[src/rtl/pipereg_elastic.sv]
// Elastic two-entry pipeline register (main + skid) with valid/ready handshakes,
// a registered up_ready, bubble-masked control output and a saturating stall counter.
module pipereg_elastic #(
  parameter int                DATA_W      = 32,
  parameter int                CTRL_W      = 16,
  parameter logic [CTRL_W-1:0] BUBBLE_CTRL = '0
) (
  input  logic              clk,
  input  logic              nrst,
  input  logic              flush,
  input  logic              up_valid,
  output logic              up_ready,
  input  logic [DATA_W-1:0] up_data,
  input  logic [CTRL_W-1:0] up_ctrl,
  output logic              dn_valid,
  input  logic              dn_ready,
  output logic [DATA_W-1:0] dn_data,
  output logic [CTRL_W-1:0] dn_ctrl,
  output logic [15:0]       stall_cnt
);

  typedef enum logic [1:0] {
    ST_EMPTY = 2'd0,
    ST_ONE   = 2'd1,
    ST_FULL  = 2'd2
  } state_t;

  state_t              state_reg, state_next;
  logic                up_ready_reg;
  logic [DATA_W-1:0]   main_data_reg, skid_data_reg;
  logic [CTRL_W-1:0]   main_ctrl_reg, skid_ctrl_reg;
  logic [15:0]         stall_cnt_reg;

  logic                up_fire, dn_fire;
  logic                main_load, main_from_skid, skid_load;
  logic                stall_inc;

  assign dn_valid  = (state_reg != ST_EMPTY);
  assign up_ready  = up_ready_reg;
  assign dn_data   = main_data_reg;
  assign dn_ctrl   = dn_valid ? main_ctrl_reg : BUBBLE_CTRL;
  assign stall_cnt = stall_cnt_reg;

  assign up_fire   = up_valid & up_ready_reg;
  assign dn_fire   = dn_valid & dn_ready;
  assign stall_inc = dn_valid & ~dn_ready & ~flush & (stall_cnt_reg != 16'hFFFF);

  always_comb begin
    state_next     = state_reg;
    main_load      = 1'b0;
    main_from_skid = 1'b0;
    skid_load      = 1'b0;
    if (flush) begin
      // Kill everything held plus any same-cycle accept; payload registers are left as-is.
      state_next = ST_EMPTY;
    end else begin
      unique case (state_reg)
        ST_EMPTY: begin
          if (up_fire) begin
            state_next = ST_ONE;
            main_load  = 1'b1;
          end
        end
        ST_ONE: begin
          if (up_fire && dn_fire) begin
            state_next = ST_ONE;
            main_load  = 1'b1;
          end else if (up_fire) begin
            state_next = ST_FULL;
            skid_load  = 1'b1;
          end else if (dn_fire) begin
            state_next = ST_EMPTY;
          end
        end
        ST_FULL: begin
          if (dn_fire) begin
            state_next     = ST_ONE;
            main_load      = 1'b1;
            main_from_skid = 1'b1;
          end
        end
        default: state_next = ST_EMPTY;
      endcase
    end
  end

  always_ff @(posedge clk) begin
    if (!nrst) begin
      state_reg     <= ST_EMPTY;
      up_ready_reg  <= 1'b1;
      main_data_reg <= '0;
      main_ctrl_reg <= '0;
      skid_data_reg <= '0;
      skid_ctrl_reg <= '0;
      stall_cnt_reg <= '0;
    end else begin
      state_reg <= state_next;
      // Registered from the next state so dn_ready never reaches up_ready combinationally.
      up_ready_reg <= (state_next != ST_FULL);
      if (main_load) begin
        main_data_reg <= main_from_skid ? skid_data_reg : up_data;
        main_ctrl_reg <= main_from_skid ? skid_ctrl_reg : up_ctrl;
      end
      if (skid_load) begin
        skid_data_reg <= up_data;
        skid_ctrl_reg <= up_ctrl;
      end
      if (stall_inc) begin
        stall_cnt_reg <= stall_cnt_reg + 16'd1;
      end
    end
  end

endmodule
[config.mk]
export PLATFORM = sky130hd
export DESIGN_NAME = pipereg_elastic
export DESIGN_NICKNAME = d
export VERILOG_FILES = /design/src/rtl/pipereg_elastic.sv
export SDC_FILE = /design/constraint.sdc
export NUM_CORES = 1
export LEC_CHECK = 0
export BUFFER_PORTS_ARGS = -buffer_cell sky130_fd_sc_hd__clkbuf_2
export CORE_MARGIN = 3
export CORE_UTILIZATION = 54
export DETAILED_ROUTE_END_ITERATION = 8
export PLACE_DENSITY = 0.8
export SLEW_MARGIN = 10
export SYNTH_ARGS = -nofsm -noshare
export SYNTH_HDL_FRONTEND = slang
export SYNTH_SLANG_ARGS = --single-unit
[constraint.sdc]
create_clock -name clk -period 2.35 [get_ports clk]
set_input_delay 0.5875 -clock clk [delete_from_list [all_inputs] [get_ports clk]]
set_output_delay 0.5875 -clock clk [all_outputs]
set_load 0.1 [all_outputs]
Yosys cells after proc, flatten, opt, wreduce, memory -nomap -nowiden:

Index checks and enable logic that the tools add are counted.

* bits in latches: 0
* ROM bits: 0
* output and inout bits: 66
* flip-flop bits (word level): 115
* memory bits (writable): 0
* input port bits: 53
* memories kept: 0

* reductions and logical operators: 3
* div/mod/pow operators: 0
* multiplexer cells: 20
* add/subtract/negate cells: 1
* order comparisons: 0
* bitwise gates (word level): 7
* equality and inequality tests: 4
* shift-type cells: 0
* multiply operators: 0

Operators with widths (number)
* $mux W16: 2
* $mux W32: 1
* $add A16 B1 Y16 const B: 1
* $ne A16 B16 Y1 const B: 1
* $mux W2: 6
* $mux W1: 9
* $pmux W2 S3: 1
* $and A1 B1 Y1: 5
* $pmux W1 S3: 1
* $eq A2 B1 Y1 const B: 1
* $eq A2 B2 Y1 const B: 1
* $logic_not A2 Y1: 1
* $ne A2 B2 Y1 const B: 1
* $not A1 Y1: 2
* $reduce_bool A2 Y1: 1
* $logic_and A1 B1 Y1: 1

Depth between registers and ports, before layout:

* word-level depth: 8
* mapped depth: 7

Worst setup path before layout:

No wires, ideal clock.

* path type: reg2out
* from: reg state_reg[0]
* to: out dn_ctrl[10]
* path slack: -0.786 ns
* required time: 1.762 ns
* data arrival time: 2.548 ns
* stages on the path, launching flop included: 5
* buffers on the path: 2
* cells stage by stage: dfxtp_1 -> or2_2 -> clkbuf_1 -> clkbuf_1 -> and2_1

* longest elaborated chain between the ends: 2

RTL lines
* start: declaration: RTL line 28 `state_t state_reg, state_next;`
* start signal: assignment: RTL line 97 `state_reg <= state_next;`
* $reduce_bool A2 Y1: RTL line 38 `assign dn_valid = (state_reg != ST_EMPTY);`
* via dn_valid: RTL line 15 `output logic dn_valid,`
* $mux W16: RTL line 41 `assign dn_ctrl = dn_valid ? main_ctrl_reg : BUBBLE_CTRL;`
* end: declaration: RTL line 18 `output logic [CTRL_W-1:0] dn_ctrl,`

The timed path passes the listed nets, and every way through them passes these cells.

Worst setup path after layout:

* from: reg state_reg[1]
* to: out dn_ctrl[10]

* longest elaborated chain between the ends: 2

RTL lines (RTL line)
* $reduce_bool A2 Y1: 38
* $mux W16: 41

No other way between the ends.

==> metrics.md <==
| Metric | Value |
|---|---|
| CP startpoint kind | `flop` |
| Via density per instance | `5.799` |
| DPL Wire Length | `8742 um` |
| DR DRC count | `0` |
| Fin nets | `724` |
| Crit path kind | `reg -> out` |
| Synth unique cells | `46` |
| Synth top area cells | `dfxtp_1 44%, o311a_1 9.2%, nand2_1 7.7%` |
| Longest Clk Path Bufs | `2` |
| Syn_area_per_cell | `about 9.2 um2` |
| Ant diodes | `0` |
| Post-CTS Setup Bufs | `0` |
| Main synth FF type | `dfxtp_1` |
| Period utilization | `0.9647` |
| Synth top area share | `0.4400` |
| CTS tree | `built` |
| DRT iter0 DRCs | `280` |
| Flop2flop setup slack | `between 0.3 and 0.4 ns` |
| Worst Tran Pin Value | `1.054 ns` |
| Routed vias | `~4700` |
| Pre-Repair DR Iteration Count | `4` |
| Root Buffer | `clkbuf_8` |
| CTS H-tree lvls | `4` |
| GRT Util Overall | `0.2561` |
| Crit path max fanout | `10` |
| Sequential fraction of the synthesis area | `0.4400` |
| Largest net degree at the start of global routing | `97` |
| Initial Util | `0.5610` |
| Setup Viol. Count Final | `0` |
| DP Area | `5921 um2` |
| Unrepaired setup endpoints after global routing | `false` |
| Critical Path End Type | `output pin` |
| Final Max Slew Viols | `0` |
| CTS buffer count | `17` |
| Antenna-violating nets left | `0` |
| Final min period | `2.267 ns` |
| Max VDD drop | `0.5913 mV` |
| Synth Register Bits | `115` |
| Die area | `10910 um2` |
| Pwr/cell area | `just over 800 nW/um2` |
| Die Y | `104.4 um` |
| Routability Congestion | `0.8102` |
| Outcome | `finished, final reports clean` |
| Area grow syn2layout | `25.01%` |
| Ports | `119` |
| Max-slew headroom | `0.2974` |
| Register Area | `2305 um2` |
| Antenna violations before repair | `0` |
| Layout Cells excl Fill | `812` |
| Mapped Cells | `about 570` |
| Core Rows | `35` |
| Clk pin slew, worst setup/hold paths | `0.06 ns` |
| Worst EP required | `1.76 ns` |
| Syn Nets | `623` |
| Final Util | `0.7013` |
| Critical Path AT | `1.68 ns` |
| Hold_buf cts | `0` |
| Vias in the first global route | `4782` |
| Area of the mapped netlist | `5233 um2` |
| Sink Count | `115` |
| Post-synth EDFFs | `0` |
| Leak | `roughly 2.6 nW` |
| I/O Buffers | `118` |
| Footprint of the multi-input gates | `2715 um2` |
| Top achievable clock speed | `0.4411 GHz` |
| Asr flop ratio synth | `0` |
| Max Cap Viol | `0` |
| Final hold slack | `0.2987 ns` |
| FILL cells | `710` |
| Grt ovf | `0` |
| DR WL/cell | `16.90 um` |
| Share of cells above drive strength 1 | `0.3133` |
| Placeable Area | `9328 um2` |
| Clk_skew | `0.01280 ns` |
| Inst Count DP | `779` |
| Design area | `around 6500 um2` |
| Die W | `104.4 um` |
| Syn. warnings | `0` |
| Worst-Skew Late Latency | `around 0.52 ns` |
| Tightest Hold Check Type | `in -> reg` |
| Global-route wire length before repair | `between 20000 and 25000 um` |
| DRT Wirelength | `13720 um` |
| Synth area leader | `dfxtp_1` |
| Final Hold Vio Count | `0` |
## final timing paths
kind,startpoint,to,cells past startpoint
min reg2reg,skid_data_reg[2],skid_data_reg[2],2
max reg2reg,state_reg[0],dn_data[6],4
max,state_reg[1],dn_ctrl[10],3
min,up_data[2],skid_data_reg[2],3
## logic make-up after synthesis
logic type      count (synthesis)  synth area share
compound gates                173            0.2446
simple gates                  170            0.1550
flops                         115            0.4400
buf+inv                        59           0.04926
mux                            50            0.1071
xor+xnor                        1          0.001674
fa+ha+maj                       1          0.002391
## power by group
part,internal [mW],switching (mW),leakage [nW]
combinational,0.201,0.558,1.37
sequential,2.02,0.0350,0.937
clock,1.51,0.970,0.271
total,3.73,1.56,2.57
## routing by layer
| metal | part of all wire | up-vias | global-route usage |
|---|---|---|---|
| met3 | 0.063 | 15 | 0.08007 |
| met5 | 0 | - | 0 |
| li1 | - | 2282 | - |
| met2 | 0.48 | 154 | 0.4262 |
| met4 | 0.013 | 0 | 0.09022 |
| met1 | 0.44 | 2258 | 0.3120 |
## layout by cell type (no fill, tap or decap), types with 8 or more instances in the layout
master	instances
a21oi_1	57
and2_1	8
and2_2	9
buf_4	21
clkbuf_16	16
clkbuf_2	101
clkbuf_4	11
dfxtp_1	113
mux2_1	20
mux2_2	28
nand2_1	107
o21bai_1	48
o311a_1	48
o31ai_1	8
## Yosys cell counts, types with 2 or more instances
| cell | instances |
|---|---|
| o31ai_1 | 8 |
| buf_1 | 6 |
| nor3_1 | 3 |
| nor4_1 | 4 |
| and2_1 | 17 |
| and4_1 | 2 |
| nand3b_1 | 3 |
| mux2i_1 | 2 |
| nand2b_1 | 3 |
| buf_2 | 14 |
| nor2_1 | 2 |
| o21bai_1 | 48 |
| nand2_1 | 107 |
| nand4_1 | 5 |
| mux2_2 | 28 |
| a21oi_1 | 57 |
| nand3_1 | 6 |
| o311a_1 | 48 |
| mux2_1 | 20 |
| or3_1 | 3 |
| or4_1 | 7 |
| o21a_1 | 3 |
| o21ai_0 | 2 |
| dfxtp_1 | 115 |
| buf_6 | 2 |
| clkbuf_1 | 30 |
| inv_1 | 5 |
## metrics by stage
step | setup WS (ns) | power, mW | TNS (ns)
finish | 0.08291 | 5.295 | 0
global route | 0.03614 | 5.475 | 0
CTS | 0.01530 | 5.327 | 0
detailed placement | 0.1626 | 2.844 | 0
global placement | 0.2584 | 2.825 | 0
floorplan | -0.03729 | 2.680 | -0.3356
## critical path, cell delays in order, from the launching register on
cell and delay [ns]:
dfxtp_1 0.34, or2_4 0.34, and2_2 0.21, clkbuf_4 0.27
## repair_timing
action,4_1_cts,5_1_grt
endpoints found under the setup margin,17,17
gates cloned,0,1
resized for setup,16,5
pin swaps,0,1
## layout make-up
class	instances	share of cell area
timing repair buffer	134	0.1171
clock inverter	15	0.02410
sequential	115	0.3523
tap	129	0.02467
multi-input combinational	396	0.4151
inverter	6	0.003443
clock buffer	17	0.06331
No activity file was read; power rests on OpenSTA's default activity.
